**config.mk**
```make
export PLATFORM = sky130hd
export DESIGN_NAME = vga_sprite_display
export DESIGN_NICKNAME = d
export VERILOG_FILES = /design/src/rtl/vga_pkg.sv /design/src/rtl/vga_timing.sv /design/src/rtl/vga_sprite_display.sv
export SDC_FILE = /design/constraint.sdc
export NUM_CORES = 1
export LEC_CHECK = 0
export BUFFER_PORTS_ARGS = -buffer_cell sky130_fd_sc_hd__buf_4
export CORE_MARGIN = 2
export CORE_UTILIZATION = 38
export DETAILED_ROUTE_END_ITERATION = 10
export SYNTH_ARGS = -nofsm -noshare
export SYNTH_HDL_FRONTEND = slang
export SYNTH_SLANG_ARGS = --single-unit
```
**constraint.sdc**
```tcl
create_clock -name clk -period 10.75 [get_ports clk]
set_input_delay 2.15 -clock clk [delete_from_list [all_inputs] [get_ports clk]]
set_output_delay 2.15 -clock clk [all_outputs]
set_load 0.01 [all_outputs]
```
**src/rtl/vga_pkg.sv**
```systemverilog
// Shared VGA definitions: 800x600 timing, RGB 3-3-2 field widths, sync polarity,
// and the sync-pipeline record used by the sprite display.
package vga_pkg;

  localparam int VGA_H_TOTAL  = 1056;
  localparam int VGA_H_SYNC   = 128;
  localparam int VGA_H_START  = 216;
  localparam int VGA_H_ACTIVE = 800;
  localparam int VGA_V_TOTAL  = 628;
  localparam int VGA_V_SYNC   = 4;
  localparam int VGA_V_START  = 27;
  localparam int VGA_V_ACTIVE = 600;

  localparam int RGB_R_W = 3;
  localparam int RGB_G_W = 3;
  localparam int RGB_B_W = 2;

  localparam logic SYNC_ACTIVE = 1'b0;
  localparam logic SYNC_IDLE   = 1'b1;

  typedef enum logic {
    DIR_POS = 1'b0,
    DIR_NEG = 1'b1
  } dir_e;

  typedef struct packed {
    logic hsync;
    logic vsync;
    logic de;
    logic fstart;
  } sync_t;

  localparam sync_t SYNC_RESET = '{hsync: SYNC_IDLE, vsync: SYNC_IDLE, de: 1'b0, fstart: 1'b0};

  // One bounce step along an axis: returns {negative_dir, new_pos}.
  function automatic logic [32:0] bounce_step(input logic [31:0] pos,
                                              input logic [31:0] lim,
                                              input logic        neg);
    logic [31:0] nxt;
    logic        nneg;
    nxt  = pos;
    nneg = neg;
    if (lim == 32'd0) begin
      nxt  = 32'd0;
      nneg = 1'b0;
    end else if (!neg) begin
      if (pos >= lim) begin
        nxt  = lim - 32'd1;
        nneg = 1'b1;
      end else begin
        nxt  = pos + 32'd1;
        nneg = (nxt == lim);
      end
    end else begin
      if (pos == 32'd0) begin
        nxt  = 32'd1;
        nneg = 1'b0;
      end else begin
        nxt  = pos - 32'd1;
        nneg = (nxt != 32'd0);
      end
    end
    return {nneg, nxt};
  endfunction

endpackage

```
**src/rtl/vga_timing.sv**
```systemverilog
// Free-running VGA raster counters with raw (undelayed) sync, data-enable and
// frame boundary flags; reusable by any pixel pipeline.
module vga_timing
  import vga_pkg::*;
#(
  parameter int H_TOTAL  = VGA_H_TOTAL,
  parameter int H_SYNC   = VGA_H_SYNC,
  parameter int H_START  = VGA_H_START,
  parameter int H_ACTIVE = VGA_H_ACTIVE,
  parameter int V_TOTAL  = VGA_V_TOTAL,
  parameter int V_SYNC   = VGA_V_SYNC,
  parameter int V_START  = VGA_V_START,
  parameter int V_ACTIVE = VGA_V_ACTIVE
) (
  input  logic                       clk_i,
  input  logic                       rst_i,
  output logic [$clog2(H_TOTAL)-1:0] h_cnt_o,
  output logic [$clog2(V_TOTAL)-1:0] v_cnt_o,
  output logic                       hsync_o,
  output logic                       vsync_o,
  output logic                       de_o,
  output logic                       frame_first_o,
  output logic                       frame_last_o
);

  localparam int HW = $clog2(H_TOTAL);
  localparam int VW = $clog2(V_TOTAL);

  logic [HW-1:0] h_cnt_q, h_cnt_d;
  logic [VW-1:0] v_cnt_q, v_cnt_d;
  logic          h_end, v_end;

  assign h_end = (h_cnt_q == HW'(H_TOTAL - 1));
  assign v_end = (v_cnt_q == VW'(V_TOTAL - 1));

  always_comb begin
    h_cnt_d = h_cnt_q + 1'b1;
    v_cnt_d = v_cnt_q;
    if (h_end) begin
      h_cnt_d = '0;
      v_cnt_d = v_end ? '0 : v_cnt_q + 1'b1;
    end
  end

  always_ff @(posedge clk_i) begin
    if (rst_i) begin
      h_cnt_q <= '0;
      v_cnt_q <= '0;
    end else begin
      h_cnt_q <= h_cnt_d;
      v_cnt_q <= v_cnt_d;
    end
  end

  // Comparisons are done at 32 bits so H_START+H_ACTIVE may equal H_TOTAL safely.
  assign hsync_o = (32'(h_cnt_q) < H_SYNC) ? SYNC_ACTIVE : SYNC_IDLE;
  assign vsync_o = (32'(v_cnt_q) < V_SYNC) ? SYNC_ACTIVE : SYNC_IDLE;
  assign de_o    = (32'(h_cnt_q) >= H_START) && (32'(h_cnt_q) < H_START + H_ACTIVE) &&
                   (32'(v_cnt_q) >= V_START) && (32'(v_cnt_q) < V_START + V_ACTIVE);

  assign frame_first_o = (h_cnt_q == '0) && (v_cnt_q == '0);
  assign frame_last_o  = h_end && v_end;
  assign h_cnt_o       = h_cnt_q;
  assign v_cnt_o       = v_cnt_q;

endmodule

```
**src/rtl/vga_sprite_display.sv**
```systemverilog
// Sprite overlay on a VGA raster: window/ROM addressing, tear-free position update
// and ROM-latency alignment. Optional macro VGA_SPRITE_BOUNCE_EN adds auto-bounce.
module vga_sprite_display
  import vga_pkg::*;
#(
  parameter int H_TOTAL  = VGA_H_TOTAL,
  parameter int H_SYNC   = VGA_H_SYNC,
  parameter int H_START  = VGA_H_START,
  parameter int H_ACTIVE = VGA_H_ACTIVE,
  parameter int V_TOTAL  = VGA_V_TOTAL,
  parameter int V_SYNC   = VGA_V_SYNC,
  parameter int V_START  = VGA_V_START,
  parameter int V_ACTIVE = VGA_V_ACTIVE,
  parameter int IMG_W    = 100,
  parameter int IMG_H    = 150,
  parameter int RGB_W    = 8,
  parameter int ADDR_W   = 15,
  parameter int ROM_LAT  = 1,
  parameter int INIT_X   = 385,
  parameter int INIT_Y   = 224
) (
  input  logic              clk,
  input  logic              rst,
  input  logic [10:0]       pos_x,
  input  logic [9:0]        pos_y,
  input  logic              pos_we,
  output logic [ADDR_W-1:0] rom_addr,
  input  logic [RGB_W-1:0]  rom_dout,
  output logic [RGB_W-1:0]  rgb,
  output logic              hsync,
  output logic              vsync,
  output logic              de,
  output logic              frame_start
);

  localparam int          HW    = $clog2(H_TOTAL);
  localparam int          VW    = $clog2(V_TOTAL);
  localparam logic [10:0] X_LIM = 11'(H_ACTIVE - IMG_W);
  localparam logic [9:0]  Y_LIM = 10'(V_ACTIVE - IMG_H);

  logic [HW-1:0] h_cnt;
  logic [VW-1:0] v_cnt;
  logic          hs_raw, vs_raw, de_raw, frame_first, frame_last;

  vga_timing #(
    .H_TOTAL (H_TOTAL),
    .H_SYNC  (H_SYNC),
    .H_START (H_START),
    .H_ACTIVE(H_ACTIVE),
    .V_TOTAL (V_TOTAL),
    .V_SYNC  (V_SYNC),
    .V_START (V_START),
    .V_ACTIVE(V_ACTIVE)
  ) u_timing (
    .clk_i        (clk),
    .rst_i        (rst),
    .h_cnt_o      (h_cnt),
    .v_cnt_o      (v_cnt),
    .hsync_o      (hs_raw),
    .vsync_o      (vs_raw),
    .de_o         (de_raw),
    .frame_first_o(frame_first),
    .frame_last_o (frame_last)
  );

  // Position: pending is written by pos_we, current is what the raster uses.
  logic [10:0] pend_x_q, pend_x_d, cur_x_q, cur_x_d;
  logic [9:0]  pend_y_q, pend_y_d, cur_y_q, cur_y_d;
`ifdef VGA_SPRITE_BOUNCE_EN
  dir_e        dir_x_q, dir_x_d, dir_y_q, dir_y_d;
  logic [32:0] step_x, step_y;
`endif

  always_comb begin
    pend_x_d = pend_x_q;
    pend_y_d = pend_y_q;
    cur_x_d  = cur_x_q;
    cur_y_d  = cur_y_q;
`ifdef VGA_SPRITE_BOUNCE_EN
    dir_x_d = dir_x_q;
    dir_y_d = dir_y_q;
    step_x  = bounce_step(32'(pend_x_q), 32'(X_LIM), dir_x_q == DIR_NEG);
    step_y  = bounce_step(32'(pend_y_q), 32'(Y_LIM), dir_y_q == DIR_NEG);
    if (frame_last) begin
      cur_x_d  = 11'(step_x[31:0]);
      cur_y_d  = 10'(step_y[31:0]);
      pend_x_d = 11'(step_x[31:0]);
      pend_y_d = 10'(step_y[31:0]);
      dir_x_d  = step_x[32] ? DIR_NEG : DIR_POS;
      dir_y_d  = step_y[32] ? DIR_NEG : DIR_POS;
    end
`else
    if (frame_last) begin
      cur_x_d = pend_x_q;
      cur_y_d = pend_y_q;
    end
`endif
    // A strobe in the transfer cycle lands in pending only and shows next frame.
    if (pos_we) begin
      pend_x_d = (pos_x > X_LIM) ? X_LIM : pos_x;
      pend_y_d = (pos_y > Y_LIM) ? Y_LIM : pos_y;
    end
  end

  always_ff @(posedge clk) begin
    if (rst) begin
      pend_x_q <= 11'(INIT_X);
      pend_y_q <= 10'(INIT_Y);
      cur_x_q  <= 11'(INIT_X);
      cur_y_q  <= 10'(INIT_Y);
`ifdef VGA_SPRITE_BOUNCE_EN
      dir_x_q  <= DIR_POS;
      dir_y_q  <= DIR_POS;
`endif
    end else begin
      pend_x_q <= pend_x_d;
      pend_y_q <= pend_y_d;
      cur_x_q  <= cur_x_d;
      cur_y_q  <= cur_y_d;
`ifdef VGA_SPRITE_BOUNCE_EN
      dir_x_q  <= dir_x_d;
      dir_y_q  <= dir_y_d;
`endif
    end
  end

  logic [31:0] x_lo, y_lo;
  logic        in_x, in_y, win_raw;

  assign x_lo    = 32'(H_START) + 32'(cur_x_q);
  assign y_lo    = 32'(V_START) + 32'(cur_y_q);
  assign in_x    = (32'(h_cnt) >= x_lo) && (32'(h_cnt) < x_lo + 32'(IMG_W));
  assign in_y    = (32'(v_cnt) >= y_lo) && (32'(v_cnt) < y_lo + 32'(IMG_H));
  assign win_raw = de_raw && in_x && in_y;

  // Window flag delayed ROM_LAT cycles so it lines up with rom_dout.
  logic win_lat;
  if (ROM_LAT == 0) begin : g_win_direct
    assign win_lat = win_raw;
  end else begin : g_win_pipe
    logic [ROM_LAT-1:0] win_q;
    always_ff @(posedge clk) begin
      if (rst) begin
        win_q <= '0;
      end else begin
        win_q[0] <= win_raw;
        for (int i = 1; i < ROM_LAT; i++) win_q[i] <= win_q[i-1];
      end
    end
    assign win_lat = win_q[ROM_LAT-1];
  end

  sync_t sync_raw;
  sync_t sync_q [ROM_LAT+1];

  assign sync_raw = '{hsync: hs_raw, vsync: vs_raw, de: de_raw, fstart: frame_first};

  always_ff @(posedge clk) begin
    if (rst) begin
      for (int i = 0; i <= ROM_LAT; i++) sync_q[i] <= SYNC_RESET;
    end else begin
      sync_q[0] <= sync_raw;
      for (int i = 1; i <= ROM_LAT; i++) sync_q[i] <= sync_q[i-1];
    end
  end

  // rom_addr holds the address of the pixel the counters point at right now.
  logic [ADDR_W-1:0] rom_addr_q;
  logic [RGB_W-1:0]  rgb_q;

  always_ff @(posedge clk) begin
    if (rst) begin
      rom_addr_q <= '0;
      rgb_q      <= '0;
    end else begin
      if (frame_last) begin
        rom_addr_q <= '0;
      end else if (win_raw) begin
        rom_addr_q <= rom_addr_q + 1'b1;
      end
      rgb_q <= win_lat ? rom_dout : '0;
    end
  end

  assign rom_addr    = rom_addr_q;
  assign rgb         = rgb_q;
  assign hsync       = sync_q[ROM_LAT].hsync;
  assign vsync       = sync_q[ROM_LAT].vsync;
  assign de          = sync_q[ROM_LAT].de;
  assign frame_start = sync_q[ROM_LAT].fstart;

endmodule
```
==> out/metrics.csv <==
metric,value,unit
net switching power of the design,163,uW
vias per cell,5.25,
post-layout total power,726,uW
fraction of final layout cells with drive strength greater than 1,0.125,
antenna violations before repair,0,
top layer in use,met4,
fill cell count,1340,
HPWL reported at the end of detailed placement,8970,um
number of nets in the final layout,760,
total CTS buffers,9,
number of buffers inserted for hold repair after clock tree synthesis,0,
WP data arrival,4730,ps
part of the total power dissipated in the clock network,0.455,
DR pass1 iterations,4,
Tcrit/Tclk final,0.416,
clock tree root buffer cell,sky130_fd_sc_hd__clkbuf_16,
crit path time final,4470,ps
routed vias,4548,
Post-Syn Area per Cell,8.26,um^2
Total Negative Setup Slacks,0,ps
starting DRC count in detailed routing,224,
Combinational Power Share,0.046,
met3 routed wirelength,505,um
worst slew pin tran,956,ps
clock edge transition at the registers on the reported setup and hold paths,70,ps
leakage dissipation,2.45,nW
predominant post-synthesis flop cell,sky130_fd_sc_hd__dfxtp_1,
die boundary height,122,um
Yosys top cell by area,sky130_fd_sc_hd__dfxtp_1,
Clock Skews,14.5,ps
syn_nets,720,
"leading cell types in the layout, fill and taps excluded","sky130_fd_sc_hd__dfxtp_1, sky130_fd_sc_hd__nand2_1, sky130_fd_sc_hd__nor2_1",
total setup violations reported at the end of the flow,0,
remaining number of nets flagged by the antenna check after routing,0,
critical path endpoint category,flip-flop,
number of warnings reported in the yosys synthesis log,0,
maximum resistive drop on vdd,0.0822,mV
"most common cell after layout, fill and taps aside",sky130_fd_sc_hd__dfxtp_1,
Post-Syn Area,0.00530,mm^2
CTS-repair resized insts,0,
GRT overflow,0,
average wire per cell in the routed design,13.8,um
total track usage,0.166,
class of the most critical hold timing path,flip-flop to flip-flop,
number of global-route vias before repair,4233,
CTS tree,done,
antenna diode count,0,
pwr dens,118,mW/mm^2
number of standard-cell rows in the floorplan,43,
post-synthesis sequential element count,95,
horizontal die dimension,122,um
H-tree level count,3,
number of primary I/O pins,59,
data required time of the worst path,11010,ps
CP Launch Type,flip-flop,
core footprint,0.0137,mm^2
length of routed met2 wiring,5480,um
Final Max Slew Viols,0,
"Seq/Total Area, Yosys",0.359,
min setup slack post-route,6280,ps
routability congestion estimate from global placement,0.852,
Slew HR,0.362,
number of instances in the synthesized netlist,641,
timing-limited maximum frequency,0.224,GHz
proportion of register bits with asynchronous set or reset after synthesis,0,
final hold violation count,0,
stage delay of the slowest cell on the critical path,630,ps
initial cell density of the core,0.386,
switching power share of the total,0.224,
DRC violations left,0,
maximum number of pins on one net before global-route repair,57,
share of the synthesized area in the top cell type,0.359,
wire length of the first global-routing pass,19800,um
number of violations of the max-capacitance limit,0,
setup repair after global routing missed its margin,no,
area occupied by multi-input gates,0.00316,mm^2
IO Port Bufs,58,
post-placement worst setup slack,6350,ps
FF/Latch Area,0.00190,mm^2
"Area growth, synth to finish",15.9,%
cells taking the most area after synthesis,"sky130_fd_sc_hd__dfxtp_1, sky130_fd_sc_hd__ha_1, sky130_fd_sc_hd__nand2_1",
die area,0.0149,mm^2
total length of routed wires,12000,um
Max Fanout on Critical Path,8,
startpoint-to-endpoint class of the critical path,flip-flop to flip-flop,
run status,finished clean,
CTS max path bufs,2,
fraction of power consumed by sequential logic,0.499,
Synth cell types,63,
Routed met1 length,5730,um
# clock sinks,95,
insertion delay to the later sink of the worst-skew pair,350,ps
internal power,563,uW
critical-path cell list,"inv_1, ha_1, nand2b_1, nand2_1, nand2_1, xor2_1, nor4_1, xor2_1, ha_1, nand4_1, nor2_1, a21oi_1, o211ai_1, a2111o_1, nor4_1, or4b_1, a21oi_1",
number of enable-type register cells in the synthesized netlist,0,
standard cell with the maximum stage delay on the critical path,sky130_fd_sc_hd__nor4_1,
buffers inserted during post-CTS setup optimization,0,
==> layer usage <==
layer | up-vias | track usage
li1 | 2338 | -
met1 | 2107 | 0.214
met2 | 87 | 0.273
met3 | 16 | 0.0281
met4 | 0 | 0.0697
met5 | - | 0
==> final cells by class <==
cell class / count / share of cell area
Clock inverter: 5 / 0.0104
Sequential cell: 95 / 0.310
Timing Repair Buffer: 59 / 0.0722
Tap cell: 180 / 0.0367
Multi-Input combinational cell: 491 / 0.516
Inverter: 25 / 0.0153
Clock buffer: 11 / 0.0396
==> power by group through the flow <==
stage	logic, mW	registers (mW)	clock network (mW)
3_5_place_dp	0.0337	0.371	0
6_report	0.0333	0.362	0.330
3_3_place_gp	0.0328	0.370	0
4_1_cts	0.0338	0.362	0.339
5_1_grt	0.0377	0.363	0.356
2_1_floorplan	0.0187	0.369	0
==> metrics by stage <==
stage / util / hold slack, ps / area (um^2) / instances
after detailed placement: 0.425 / 406 / 5830 / 850
after floorplan: - / 389 / 5300 / 641
after global routing: 0.447 / 446 / 6130 / 866
final: 0.447 / 429 / 6130 / 866
after CTS: 0.447 / 433 / 6130 / 866
after global placement: 0.425 / 404 / 5830 / 850
==> sequential cells by signal, summed over array words and instances, names as in the netlist, 10 cells and up <==
signal            cells
rom_addr             15
cur_x_q              11
pend_x_q             11
u_timing.h_cnt_o     11
cur_y_q              10
pend_y_q             10
u_timing.v_cnt_o     10
==> cells by family after synthesis <==
logic type	after synthesis	synth area share
multiplexers	1	0.00189
flip-flops	95	0.359
adder cells (fa/ha/maj)	47	0.111
AND/OR/NAND/NOR	267	0.252
AO/OA/AOI/OAI	135	0.165
XOR/XNOR	41	0.0678
buffers and inverters	55	0.0432
==> synth_stat cells (3+ instances only) <==
cell,number
sky130_fd_sc_hd__or3_1,9
sky130_fd_sc_hd__nand2b_1,13
sky130_fd_sc_hd__nand2_1,76
sky130_fd_sc_hd__and3_1,6
sky130_fd_sc_hd__nand4_1,9
sky130_fd_sc_hd__or2_2,5
sky130_fd_sc_hd__or4b_1,3
sky130_fd_sc_hd__nor3b_1,4
sky130_fd_sc_hd__ha_1,47
sky130_fd_sc_hd__nor4_1,5
sky130_fd_sc_hd__clkbuf_1,24
sky130_fd_sc_hd__dfxtp_1,95
sky130_fd_sc_hd__nand3_1,17
sky130_fd_sc_hd__xor2_1,22
sky130_fd_sc_hd__and2_1,10
sky130_fd_sc_hd__o21a_1,4
sky130_fd_sc_hd__o21ai_0,22
sky130_fd_sc_hd__o31ai_1,8
sky130_fd_sc_hd__or4_1,6
sky130_fd_sc_hd__nor2_1,67
sky130_fd_sc_hd__a21oi_1,49
sky130_fd_sc_hd__a211oi_1,6
sky130_fd_sc_hd__nor2b_1,9
sky130_fd_sc_hd__inv_1,25
sky130_fd_sc_hd__o211ai_1,7
sky130_fd_sc_hd__nor3_1,11
sky130_fd_sc_hd__a22oi_1,6
sky130_fd_sc_hd__nand3b_1,9
sky130_fd_sc_hd__buf_2,3
sky130_fd_sc_hd__xnor2_1,19
sky130_fd_sc_hd__o22ai_1,4
==> worst max-delay path, delay by kind of cell (launching register included) <==
family	cells	cell delay, ps
AOI/OAI and AO/OA	4	870
DFF	1	450
and+or+nand+nor	8	2070
xor gates and xnor gates	2	380
adders and majority gates	2	510
buffers and inverters	1	100
==> path summary, 6_finish.rpt <==
| path | start | end | slack [ps] | depth (start not counted) |
|---|---|---|---|---|
| setup reg to reg | cur_x_q[3]$_SDFFE_PP0P_ | rom_addr[11]$_SDFFE_PP0P_ | 6280 | 17 |
| setup / recovery | cur_x_q[3]$_SDFFE_PP0P_ | rom_addr[11]$_SDFFE_PP0P_ | 6280 | 17 |
| hold / removal | sync_q[0][3]$_SDFF_PP1_ | sync_q[0][7]$_SDFF_PP1_ | 430 | 1 |
| hold reg to reg | sync_q[0][3]$_SDFF_PP1_ | sync_q[0][7]$_SDFF_PP1_ | 430 | 1 |
Power figures use the tool's default switching activity.
